[src/rtl/alu_seq_exec.sv]
// alu_seq_exec: handshaked ALU with single-cycle ops and an optional iterative shift-add multiplier.
// Define ALU_SEQ_MUL_EN to include the multiplier (code 101); otherwise 101 yields 0.
module alu_seq_exec #(
    parameter int WIDTH = 32
) (
    input  logic             clk,
    input  logic             rst_n,
    input  logic [2:0]       ALU_control,
    input  logic [WIDTH-1:0] src_a,
    input  logic [WIDTH-1:0] src_b,
    input  logic             in_valid,
    output logic             in_ready,
    output logic [WIDTH-1:0] result,
    output logic             zero,
    output logic             out_valid,
    input  logic             out_ready
);
`ifdef ALU_SEQ_MUL_EN
    typedef enum logic [1:0] {IDLE = 2'd0, MUL = 2'd1, DONE = 2'd2} state_t;
    localparam int CW = $clog2(WIDTH + 1);
    logic [WIDTH-1:0] mcand, mplier, acc, acc_nxt;
    logic [CW-1:0]    cnt;
    logic             is_mul, last;
`else
    typedef enum logic [1:0] {IDLE = 2'd0, DONE = 2'd2} state_t;
`endif
    state_t           state, state_nxt;
    logic [WIDTH-1:0] alu_val;
    logic             accept, slt;

    assign in_ready  = state == IDLE;
    assign out_valid = state == DONE;
    assign zero      = result == '0;
    assign accept    = in_valid & in_ready;
    assign slt       = $signed(src_a) < $signed(src_b);

    always_comb begin
        alu_val = ALU_control == 3'b000 ? src_a & src_b :
                  ALU_control == 3'b001 ? src_a | src_b :
                  ALU_control == 3'b010 ? src_a + src_b :
                  ALU_control == 3'b100 ? src_a - src_b :
                  ALU_control == 3'b110 ? {{(WIDTH-1){1'b0}}, slt} : '0;
    end

`ifdef ALU_SEQ_MUL_EN
    assign is_mul  = ALU_control == 3'b101;
    assign last    = cnt == CW'(WIDTH - 1);
    assign acc_nxt = acc + (mplier[0] ? mcand : '0);
`endif

    always_comb begin
        state_nxt = state;
        if (state == IDLE && in_valid)
`ifdef ALU_SEQ_MUL_EN
            state_nxt = is_mul ? MUL : DONE;
        if (state == MUL && last)
            state_nxt = DONE;
`else
            state_nxt = DONE;
`endif
        if (state == DONE && out_ready)
            state_nxt = IDLE;
    end

    always_ff @(posedge clk or negedge rst_n)
        if (!rst_n) state <= IDLE;
        else        state <= state_nxt;

    // Operands are copied at accept, so later input changes cannot disturb a pending result.
    always_ff @(posedge clk or negedge rst_n) begin
        if (!rst_n) begin
            result <= '0;
`ifdef ALU_SEQ_MUL_EN
            mcand  <= '0;
            mplier <= '0;
            acc    <= '0;
            cnt    <= '0;
`endif
        end
`ifdef ALU_SEQ_MUL_EN
        else if (accept && is_mul) begin
            mcand  <= src_a;
            mplier <= src_b;
            acc    <= '0;
            cnt    <= '0;
        end else if (accept) begin
            result <= alu_val;
        end else if (state == MUL) begin
            acc    <= acc_nxt;
            mcand  <= mcand << 1;
            mplier <= mplier >> 1;
            cnt    <= cnt + 1'b1;
            if (last) result <= acc_nxt;
        end
`else
        else if (accept) begin
            result <= alu_val;
        end
`endif
    end
endmodule

[config.mk]
export PLATFORM = sky130hd
export DESIGN_NAME = alu_seq_exec
export DESIGN_NICKNAME = d
export VERILOG_FILES = /design/src/rtl/alu_seq_exec.sv
export SDC_FILE = /design/constraint.sdc
export NUM_CORES = 1
export LEC_CHECK = 0
export CAP_MARGIN = 15
export CORE_UTILIZATION = 40
export CTS_CLUSTER_SIZE = 16
export DETAILED_ROUTE_END_ITERATION = 8
export GPL_TIMING_DRIVEN = 1
export PLACE_DENSITY_LB_ADDON = 0.3
export REMOVE_ABC_BUFFERS = 1
export SETUP_SLACK_MARGIN = 0.02
export SLEW_MARGIN = 20
export SYNTH_ARGS = -nofsm -noshare
export SYNTH_HDL_FRONTEND = slang
export SYNTH_SLANG_ARGS = --single-unit
[constraint.sdc]
create_clock -name clk -period 1.65 [get_ports clk]
set_input_delay 0.2475 -clock clk [delete_from_list [all_inputs] [get_ports clk]]
set_output_delay 0.2475 -clock clk [all_outputs]
set_load 0.02 [all_outputs]
==> Yosys cells after proc, flatten, opt, wreduce, memory -nomap -nowiden <==
Cells that the tools add are included.
{ "totals": {"regBits": 34, "in_bits": 71} }
{ "op_classes": {"add_sub_neg": 2, "magnitude_cmp": 1, "eq_ne": 5, "mux": 7, "bitwise_logic": 3, "n_reduce_logical": 6} }
{ "op_table": {"columns": ["op", "count"], "rows": [
  ["2-to-1 mux 32 bit", 4],
  ["adder 32 bit", 1],
  ["bitwise AND 32 bit", 1],
  ["logical NOT 32 bit", 1],
  ["less-than comparator 32 bit", 1],
  ["bitwise OR 32 bit", 1],
  ["subtractor 32 bit", 1],
  ["== test 3 bit, second input constant", 2],
  ["2-to-1 mux 2 bit", 2],
  ["== test 3 x 1 -> 1 bit, second input constant", 1],
  ["== test 3 x 2 -> 1 bit, second input constant", 1],
  ["logical NOT 3 bit", 1],
  ["== test 2 bit, second input constant", 1],
  ["logical AND 1 bit", 2],
  ["logical NOT 2 bit", 1],
  ["nonzero test 2 bit", 1],
  ["bitwise AND 1 bit", 1],
  ["2-to-1 mux 1 bit", 1]
]} }

==> Logic depth before layout (Yosys ltp) <==
{ "logic_depth": {"ltp_word": 6, "mapped_depth": 13, "depth_no_buf": 13} }

==> Worst setup path before layout <==
OpenSTA, ideal clock, no wires.
{ "synth_path": {"kind": "input port to flip-flop", "startpoint": "in src_a[0]", "endpoint": "reg result[26]", "setup_ns": 0.124, "arrival_ns": 2.653, "path_slack_ns": -1.128, "cell_stages": 13, "cell_sequence": "inv_1 > ha_1 > inv_1 > fa_1 > nor2b_1 > o311a_1 > o211a_4 > a2111oi_4 > nor2_2 > a221oi_1 > xor2_1 > a21oi_1 > a21oi_2"} }
{ "synth_via": {"elab_chain_cells": 5, "elab_cells_between_ends": 6} }
{ "synth_lines": {"columns": ["element", "line_no", "source"], "rows": [
  ["start: declaration", "9", "input logic [WIDTH-1:0] src_a,"],
  ["subtractor 32 bit", "41", "ALU_control == 3'b100 ? src_a - src_b :"],
  ["2-to-1 mux 32 bit", "41", null],
  ["2-to-1 mux 32 bit *", "40", "ALU_control == 3'b010 ? src_a + src_b :"],
  ["2-to-1 mux 32 bit *", "39", "ALU_control == 3'b001 ? src_a | src_b :"],
  ["2-to-1 mux 32 bit *", "38", "alu_val = ALU_control == 3'b000 ? src_a & src_b :"],
  ["end signal: assignment", "97", "result <= alu_val;"],
  ["end: declaration", "13", "output logic [WIDTH-1:0] result,"]
]} }
Mark *: on every way between the ends. The rest lies on a longest branch, timed or not.
A chain may end at the register's enable or synchronous reset.

==> Final worst setup path <==
Ends and elaborated chain as after synthesis.

==> summary.md <==
| Metric | Value |
|---|---|
| Final Slew Violations | 0 |
| Worst hold path type | primary input to async pin |
| Clk root buf | clkbuf_16 |
| Post-synth top flop | dfrtp_1 |
| Dominant cells by area after synthesis | ha_1 (19%), dfrtp_1 (13%), a21oi_1 (7.6%), inv_1 (5.6%), nor2_1 (5.4%) |
| Cell with the most instances after synthesis | a21oi_1 |
| Reg2Reg Setup Slack | 0.06 ns |
| TritonCTS Sinks | 33 |
| Post-synth EDFFs | 0 |
| Total Wirelength | 38100 um |
| Final hold viol count | 0 |
| Layout cell share with drive strength beyond 1 | 55.1% |
| Initial core utilization | 41.6% |
| Setup Skew | 0.00208 ns |
| H-tree depth | 2 |
| Vias in the first global route | 9741 |
| RSZ-0062 raised after global routing | true |
| Worst EP required | 1.83 ns |
| Post-synth top area cell | ha_1 |
| Crit path cell chain | buf_8, inv_4, ha_4, inv_2, fa_2, nor2b_4, o311a_4, o211a_4, a2111oi_4, nor2_2, a221oi_2, xor2_1, a21oi_1, a21oi_2 |
| Register area | 826 um^2 |
| I/O pin count | 106 |
| Syn Inst Count | 908 |
| Critical path type | primary input to register |
| Worst setup margin | -1.06 ns |
| Fmax | 369 MHz |
| Total global-route track usage | 38.0% |
| Syn_area_per_cell | 7.06 um^2 |
| CTS Hold Buffers Added | 0 |
| Footprint of the multi-input gates | 0.00670 mm^2 |
| Critical Path Start Type | primary input |
| Placed cell areas | 0.00994 mm^2 |
| IO buf count | 105 |
| Crit-path max FO | 4 |
| Post-synth cell types | 77 |
| Post-route ant nets | 0 |
| Overall die height | 129 um |
| Power, Total | 8.15 mW |
| Status | finished, violations left |
| # placed instances | 1494 |
| Die ar. | 0.0165 mm^2 |
| Pin count of the biggest net entering global routing | 34 |
| First-pass GRT wire length | 49200 um |
| LEAKAGE | 5.96 nW |
| Vias per cell | 6.50 |
| DR iter-0 viols | 1381 |
| GR Overflow Total | 0 |
| Design Area, Final | 0.0129 mm^2 |
| R2R Path Start | state[1] |
| Num CTS Buffers | 5 |
| Layout Nets | 1552 |
| Synth top area share | 18.7% |
| Max VDD drop | 0.416 mV |
| P&R area growth vs syn | 101% |
| Power Density | 633 mW/mm^2 |
| CTS tree | done |
| Arr. time, crit path | 2.89 ns |
| Crit path max-delay cell type | a2111oi_4 |
| Non-Filler Instances | 1595 |
| Syn Std Cell Area | 0.00641 mm^2 |
| Die X | 129 um |
| Top cells by count, synth | a21oi_1 (98), ha_1 (96), inv_1 (95), nor2_1 (93), nand2_1 (66) |
| Post-DP HPWL | 21200 um |
| Max_cap viols | 0 |
| Violated checks | setup timing |
| Final worst path period share | 164% |
| Worst path max stage delay | 0.45 ns |
| Initial antenna violation count | 0 |
| FF+latch count, synth | 33 |
| Async SR Flop Fraction | 100% |
| Final setup viols | 33 |
| CP bufs+invs | 3 |
| Worst-margin pin slew | 1.01 ns |
| Sum of negative setup slack | -23.65 ns |
| CTS Buffer Depth | 2 |
| Max transition margin | 32.5% |
| Sequential area share after synthesis | 12.9% |
| Yosys warns | 0 |
| Worst reg2reg path endpoint | result[25] |
| Num rows | 45 |
| Layout fillers | 779 |
| DRC Markers | 0 |
| Fin util | 83.4% |
| Antenna cell count | 0 |
| R2R cell count | 5 |
| Routability cong. | 1.01 |
| Worst-path clk slew | 0.06 ns |
| Final min period | 2.71 ns |
| CP Capture Type | register |
| Routed len/inst | 23.9 um |
| Cell family with most CP delay | compound AO/OA/AOI/OAI gates |
| Placeable core area | 0.0154 mm^2 |
| Vias | 10400 |
| Drt pass-1 iters | 6 |
| Clk_lat worst skew | 0.29 ns |
metrics by stage:
stage          hold WS [ns]  setup WS [ns]
4_1_cts               0.349         -0.908
5_1_grt               0.358          -1.16
2_1_floorplan       -0.0481          -1.19
3_3_place_gp          0.562          -1.76
6_report              0.343          -1.06
3_5_place_dp          0.571          -1.83
how the worst max path moves through the flow:
stage	slack (ns)	startpoint	cells after the start	to
6_report	-1.06	src_a[0]	14	result[26]
5_1_grt	-1.16	src_a[0]	14	result[26]
4_1_cts	-0.91	src_a[0]	14	result[26]
3_5_place_dp	-1.83	src_b[0]	13	result[26]
3_3_place_gp	-1.76	src_b[0]	13	result[26]
2_1_floorplan	-1.19	src_a[0]	13	result[26]
kinds of logic after synthesis:
logic type               share of synthesized area (%)
adder cells (fa/ha/maj)                           19.4
multiplexers                                     0.624
flip-flops                                        12.9
XOR/XNOR                                          2.19
AO/OA/AOI/OAI                                     35.5
AND/OR/NAND/NOR                                   19.1
buffers and inverters                             10.3
report_power, final:
part	switching, mW	internal, mW
Sequential	0.148	0.998
Clock	0.422	0.865
Combinational	2.98	2.74
Total	3.55	4.60
final cells by class:
cell class,count,area share [%]
inverters,101,3.24
well taps,211,2.05
clock buffers,5,0.972
flip-flops and latches,33,6.42
repair buffers,520,34.8
clock inverters,3,0.506
multi-input cells,722,52.0
flip-flops by register name (all words and copies together), names as in the netlist:
| name | count |
|---|---|
| result | 32 |
| state | 1 |
worst register-to-register path, delay by kind of cell (launching register included):
kind | cells | cell delay (ns)
AOI/OAI and AO/OA | 2 | 0.40
buffers and inverters | 2 | 0.41
DFF | 1 | 0.41
and+or+nand+nor | 1 | 0.25
layout by cell type (no fill, tap or decap), types with 12 or more instances in the layout:
cell type          n
buf_4            362
nor2_1            81
a21oi_1           62
nand2_1           60
buf_6             50
inv_2             47
ha_4              44
ha_1              44
inv_1             39
dfrtp_1           33
a21oi_2           31
o21ai_0           31
clkdlybuf4s50_1   29
o21ai_1           26
dlygate4sd2_1     20
dlymetal6s2s_1    19
a21o_1            16
nand3_1           14
inv_4             13
o21ai_2           12
buf_2             12
buf_8             12
what timing repair did:
item	CTS	global route
gates resized for setup	525	142
pin swaps	199	125
buffers inserted	63	40
endpoints found under the setup margin	38	51
layer usage:
metal / vias to the layer above / track usage [%] / share of wire [%]
li1: 4243 / - / -
met1: 4761 / 44.7 / 35
met2: 978 / 64.3 / 44
met3: 393 / 7.90 / 13
met4: 0 / 21.8 / 9.0
met5: - / 0 / 0
Power figures use the tool's default switching activity.
